$ cat src/rtl/parity_pipe_gen_chk.sv
// Pipelined per-lane parity generator/checker with sticky error count and first-error tag.
// Optional PARITY_PIPE_INJECT_EN adds inj_lanes for forced bad-parity generation and check.

module parity_pipe_lane #(
    parameter int   LANE_W = 8,
    parameter logic SENSE  = 1'b1
) (
    input  logic              clk,
    input  logic              reset_n,
    input  logic              ld1,
    input  logic              ld2,
    input  logic              mode1,
    input  logic [LANE_W-1:0] data,
    input  logic              par,
    input  logic              inj,
    output logic              par_out,
    output logic              err
);
    logic x1, p1, i1;

    always_ff @(posedge clk or negedge reset_n) begin
        if (!reset_n) begin
            x1 <= 1'b0;
            p1 <= 1'b0;
            i1 <= 1'b0;
        end else if (ld1) begin
            x1 <= ^data;
            p1 <= par;
            i1 <= inj;
        end
    end

    // Injection inverts generated parity, or corrupts the supplied parity before compare.
    always_ff @(posedge clk or negedge reset_n) begin
        if (!reset_n) begin
            par_out <= 1'b0;
            err     <= 1'b0;
        end else begin
            if (ld2)
                par_out <= x1 ^ SENSE ^ (~mode1 & i1);
            err <= ld2 & mode1 & ((x1 ^ p1 ^ i1) != SENSE);
        end
    end
endmodule


$ cat config.mk
export PLATFORM = sky130hd
export DESIGN_NAME = parity_pipe_lane
export DESIGN_NICKNAME = d
export VERILOG_FILES = /design/src/rtl/parity_pipe_gen_chk.sv
export SDC_FILE = /design/constraint.sdc
export NUM_CORES = 1
export LEC_CHECK = 0
export BUFFER_PORTS_ARGS = -buffer_cell sky130_fd_sc_hd__buf_2
export CELL_PAD_IN_SITES_DETAIL_PLACEMENT = 0
export CELL_PAD_IN_SITES_GLOBAL_PLACEMENT = 1
export CORE_AREA = 5 5 42 44
export DETAILED_ROUTE_END_ITERATION = 8
export DIE_AREA = 0 0 47 49
export GPL_TIMING_DRIVEN = 0
export MAX_ROUTING_LAYER = met4
export PLACE_DENSITY = 0.6
export SLEW_MARGIN = 20
export SYNTH_ARGS = -nofsm -noshare
export SYNTH_HDL_FRONTEND = slang
export SYNTH_SLANG_ARGS = --single-unit
export TNS_END_PERCENT = 30
$ cat constraint.sdc
create_clock -name clk -period 1.9 [get_ports clk]
set_input_delay 0.095 -clock clk [delete_from_list [all_inputs] [get_ports clk]]
set_output_delay 0.095 -clock clk [all_outputs]
set_load 0.05 [all_outputs]
Yosys cells after proc, flatten, opt, wreduce, memory -nomap -nowiden
Index checks and enable logic that the tools add are counted.
{ "totals": {"regBits": 5, "in_bits": 15, "output_inout_bits": 2, "wordCells": 15} }
{ "classes": {"n_bitwise": 9, "reduce_logical": 1} }
{ "ops": {"columns": ["op", "n"], "rows": [
  ["$reduce_xor 8->1", 1],
  ["$and 1x1->1", 3],
  ["$not 1->1", 3],
  ["$xor 1x1->1", 3]
]} }

Logic depth before layout (Yosys ltp)
Gate-level depths: netlist of the first run.
{ "logic_depth": {"word_depth": 4, "depth_mapped": 4, "depth_no_buf": 4} }

Least setup slack after synthesis of the first run
Ideal clock, no wire load.
{ "synth_path": {"path_kind": "register to register", "from": "reg, netlist name par_out", "to": "reg par_out", "setup_ns": 0.125, "arrival_ns": 0.863, "required_ns": 1.775, "setup_slack_ns": 0.912, "path_stages_with_launch": 2, "path_buffers": 0, "period_less_slack_ns": 0.988, "cell_sequence": "dfrtp_1 > mux2_2"} }
{ "synth_rtl": {"columns": ["item", "line_no", "rtl"], "rows": [
  ["end signal, assigned", "40", "par_out <= x1 ^ SENSE ^ (~mode1 & i1);"],
  ["end, declared", "16", "output logic par_out,"]
]} }

Worst setup path in the final report of the first run
{ "layout_path": {"from": "reg i1", "to": "reg par_out"} }
{ "layout_between": {"elab_chain_len": 2} }
{ "layout_rtl": {"columns": ["item", "line_no", "rtl"], "rows": [
  ["start, declared", "19", "logic x1, p1, i1;"],
  ["start signal, assigned", "29", "i1 <= inj;"],
  ["$and 1x1->1", "40", null],
  ["$xor 1x1->1", "40", null]
]} }
Every way passes these cells.
A chain may end at the register's enable or synchronous reset.

==> flow_summary.toml, run 1 <==
[route]
wl_per_cell_um = 8.88
route.detailed.drc = 0
first_pass_iters = 2
ant_nets = 0
via_per_inst = 3.76
drt_iter0_markers = 2
routed_wirelength_um = 524
num_vias = 222

[clock_tree]
worstSkewPairLatency_ns = 0.24
postCtsResizedCells = 0
root_buffer = "clkbuf_4"
cts_sinks = 5
clk_path_buf_depth = 2
cts_tree = "built"
numCtsBuffers = 3
clk_pin_slew_worst_paths_ns = 0.04
cts.htree.levels = 1

[power]
p_leak_nw = 0.189
power_density_nw_per_um2 = 1030
ir_drop_v = 0.000275

[floorplanning]
ios = 17
rows = 14
die_x_um = 47
die_y_um = 49
start_util_pct = 19.1
core_area_um2 = 1400
dieArea_um2 = 2300

[timing]
tns_ns = 0
fin_crit_sh_pct = 53.9
slew_headroom_pct = 83.6
rsz0062_at_grt = "no"
hold_slack_ns = 0.0792
setup_ws_ns = 0.876
hold_viol_final = 0
worst_pin_slew_ns = 0.248
finClkSkew_ns = 0.000446
fin_crit_ns = 1.02
setup_viol_count_final = 0
finalMaxSlewViolations = 0
fmax_mhz = 977

[logic_synthesis]
ys_ff_latch = 5
avgSynthCellArea_um2 = 12.2
syn_nets = 37
yosysSeqAreaShare_pct = 46.7
yosys_warnings = 0
ys_types = 8
netlist_instances = 22
synth_area_um2 = 268

[grt]
antenna_found_initial = 0
grt_max_degree = 6
grt_overflow_total = 0
track_usage_pct = 5.79
grt_pass1_vias = 241
grt_pass1_wl_um = 855

[flow_run]
cap_violations = 0

[min_path]
hold_path_class = "input pin to register"

[finish]
final_common_cell = "buf_2"
drive_gt1_share_pct = 51.2
design_area_um2 = 404
syn_to_final_growth_pct = 50.9
insertedDiodeCount = 0
layout_common_cells = "buf_2, xnor2_1, dfrtp_1"
num-nets-final = 59

[place]
preCtsSetupSlack_ns = 0.871
dpl_cell_area_um2 = 368
gp_congestion = 0.613
portBuffers = 16

[critical_path]
crit_required_ns = 2.02
crit_type = "register to register"
crit_path_max_fanout = 3
arrival_ns = 1.14
critPathCaptureType = "register"
startpoint_type = "register"

[status]
run_status = "finished clean"
[final cells by class]
type                       instances  area, µm²
sequential                         5        125
tap                               16       20.0
multi-input combinational         17        143
clock buffer                       4       26.3
fill                             161        997
timing repair buffer              17       90.1
[stage by stage]
step | utilization, % | total power [mW] | instances
2_1_floorplan | - | 0.258 | 22
3_3_place_gp | 26.3 | 0.296 | 54
3_5_place_dp | 26.3 | 0.298 | 54
4_1_cts | 28.8 | 0.425 | 59
5_1_grt | 28.8 | 0.447 | 59
6_report | 28.8 | 0.415 | 59
[layer usage]
layer / vias to the layer above / wire length [µm] / global-route usage [%] / share of wire, %
met5: - / 0 / - / 0
li1: 114 / - / - / -
met3: 0 / 94 / 4.43 / 18
met1: 93 / 222 / 5.76 / 42
met4: 0 / 0 / 4.15 / 0
met2: 15 / 207 / 7.47 / 40
[synth_stat cells]
cell type,n,area share [%]
a21oi_1,1,1.9
dfrtp_1,5,47
xor2_1,1,3.3
xnor2_1,9,29
and3_1,1,2.3
mux2_2,3,13
nor2_1,1,1.4
nor2b_1,1,2.3
[flip-flops by register name, indices dropped and copies added, names as in the netlist]
register,count
err,1
i1,1
p1,1
par_out,1
x1,1
[where the power goes]
part | switching [mW] | internal [mW] | total (mW)
Combinational | 0.0821 | 0.0676 | 0.150
Sequential | 0.0145 | 0.130 | 0.145
Clock | 0.0413 | 0.0793 | 0.121
[kinds of logic after synthesis]
logic type	after synthesis	share of synthesized area, %
and+or+nand+nor	3	6.08
DFF	5	46.7
muxes	3	12.6
xor gates and xnor gates	10	32.7
AOI/OAI and AO/OA	1	1.87
[what timing repair did]
action | CTS | global route
buffers inserted | 0 | 0
hold buffers | 1 | 0
hold endpoints to repair | 5 | 0
[worst paths after layout]
check	startpoint	endpoint	slack, ns	depth (start not counted)
max	i1	par_out	0.88	3
min	ld1	x1	0.08	2
max reg2reg	i1	par_out	0.88	3
min reg2reg	par_out	par_out	0.50	1
max in group asynchronous	reset_n	err	1.57	2
min in group asynchronous	reset_n	par_out	0.20	2
[critical path, cell delays in order, from the launching register on]
cell and delay, ns:
dfrtp_1 0.39, nor2b_1 0.15, xnor2_1 0.11, mux2_2 0.26
(Power assumes the default switching activity.)
==> run 2, diff against run 1 <==
--- a/config.mk
+++ b/config.mk
@@ -13,7 +13,7 @@
 export DIE_AREA = 0 0 47 49
 export GPL_TIMING_DRIVEN = 0
 export MAX_ROUTING_LAYER = met4
-export PLACE_DENSITY = 0.6
+export PLACE_DENSITY = 0.62
 export SLEW_MARGIN = 20
 export SYNTH_ARGS = -nofsm -noshare
 export SYNTH_HDL_FRONTEND = slang
==> constraint.sdc (replaced) <==
create_clock -name clk -period 0.8 [get_ports clk]
set_input_delay 0.04 -clock clk [delete_from_list [all_inputs] [get_ports clk]]
set_output_delay 0.04 -clock clk [all_outputs]
set_load 0.05 [all_outputs]
==> flow_summary.toml, run 2 (synthesis gave the netlist of run 1 again) <==
[grt]
antenna_found_initial = 0
grt_overflow_total = 0
grt_max_degree = 6
grt_pass1_wl_um = 834
track_usage_pct = 5.73
grt_pass1_vias = 210

[clock_tree]
clk_pin_slew_worst_paths_ns = 0.04
worstSkewPairLatency_ns = 0.24
root_buffer = "clkbuf_4"
cts.htree.levels = 1
cts_setup_buffers = 0
clk_path_buf_depth = 2
numCtsBuffers = 3
cts_tree = "built"
cts_sinks = 5

[finish]
drive_gt1_share_pct = 55.8
final_common_cell = "buf_2"
finalNonFillerCells = 59
syn_to_final_growth_pct = 60.3
utilization_pct = 30.6
regArea_um2 = 126
num-nets-final = 59
insertedDiodeCount = 0
multi_input_area_um2 = 154
fill_cells = 160
layout_common_cells = "buf_2, xnor2_1, dfrtp_1"

[critical_path]
crit_required_ns = 0.92
crit_path_max_fanout = 3
critPathCaptureType = "register"
cp_top_family = "flip-flops"
path_cells = "nor2b_4 -> xnor2_1 -> mux2_4"
cp_num_buf_inv = 0
cpMaxStageDelayCell = "dfrtp_1"
crit_type = "register to register"
arrival_ns = 1.15
critical_path.max_stage_delay_ns = 0.40
startpoint_type = "register"

[route]
routed_wirelength_um = 554
wl_per_cell_um = 9.39
drt_iter0_markers = 2
via_per_inst = 3.63
first_pass_iters = 2
route.detailed.drc = 0
num_vias = 214
ant_nets = 0

[timing]
worst_pin_slew_ns = 0.169
fin_crit_ns = 1.03
rsz0062_at_grt = "yes"
tns_ns = -0.447
slew_headroom_pct = 88.7
setup_viol_count_final = 3
hold_viol_final = 0
fmax_mhz = 970
fin_crit_sh_pct = 129
finClkSkew_ns = 0.00153
setup_ws_ns = -0.231
finalMaxSlewViolations = 0

[power]
power_density_nw_per_um2 = 2490
p_leak_nw = 0.200
ir_drop_v = 0.00145

[flow_run]
cap_violations = 0

[status]
run_status = "finished, violations left"
violations = "negative setup slack"

[place]
gp_congestion = 0.629
preCtsSetupSlack_ns = -0.211
portBuffers = 16
dp.cells = 54

[floorplanning]
dieArea_um2 = 2300
die_x_um = 47
die_y_um = 49
start_util_pct = 19.1
rows = 14
core_area_um2 = 1400
ios = 17

[min_path]
hold_path_class = "input pin to register"
==> run 2: cell counts in the layout (fill, tap and decap cells not counted) <==
Identical to the previous run, type by type.
==> run 2: final cells by class <==
class                           count  share of cell area [%]
Clock buffer                        4                    6.12
Timing Repair Buffer               17                    23.9
Multi-Input combinational cell     17                    35.9
Tap cell                           16                    4.66
Sequential cell                     5                    29.4
==> run 2: worst paths after layout <==
kind,start,to,slack (ns),cells after the start
setup / recovery,i1,par_out,-0.23,3
hold / removal,ld1,x1,0.02,2
setup reg to reg,i1,par_out,-0.23,3
hold reg to reg,p1,p1,0.53,1
max in group asynchronous,reset_n,par_out,0.52,2
min in group asynchronous,reset_n,err,0.14,2
==> run 2: layer usage <==
metal,part of all wire (%),vias to the layer above,routed length [µm],global-route usage [%]
li1,-,112,-,-
met1,39,85,215,6.01
met2,40,17,223,7.01
met3,21,0,115,7.75
met4,0,0,0,0
met5,0,-,0,-
==> run 2: metrics by stage <==
stage | instance area, µm² | hold WS [ns] | power, mW
floorplan | 277 | -0.256 | 0.622
global placement | 377 | -0.140 | 0.712
detailed placement | 377 | -0.141 | 0.715
CTS | 429 | 0.0137 | 1.09
global route | 429 | 0.0152 | 1.14
finish | 429 | 0.0213 | 1.07
==> run 2: report_power, final <==
| part | total, mW | switching (mW) | internal, mW | leakage [nW] |
|---|---|---|---|---|
| sequential | 0.361 | 0.0462 | 0.314 | 0.0588 |
| clock | 0.293 | 0.105 | 0.189 | 0.0150 |
| combinational | 0.414 | 0.199 | 0.215 | 0.126 |
==> run 2: repair_timing <==
action,4_1_cts,5_1_grt
hold buffers,1,0
endpoints found under the hold margin,5,0
pin swaps,2,0
resized for setup,5,0
setup endpoints to repair,5,5
cloned,0,0
==> run 2: worst register-to-register path, cell delays in order, from the launching register on <==
cell     delay, ns
dfrtp_1       0.40
nor2b_4       0.14
xnor2_1       0.12
mux2_4        0.25
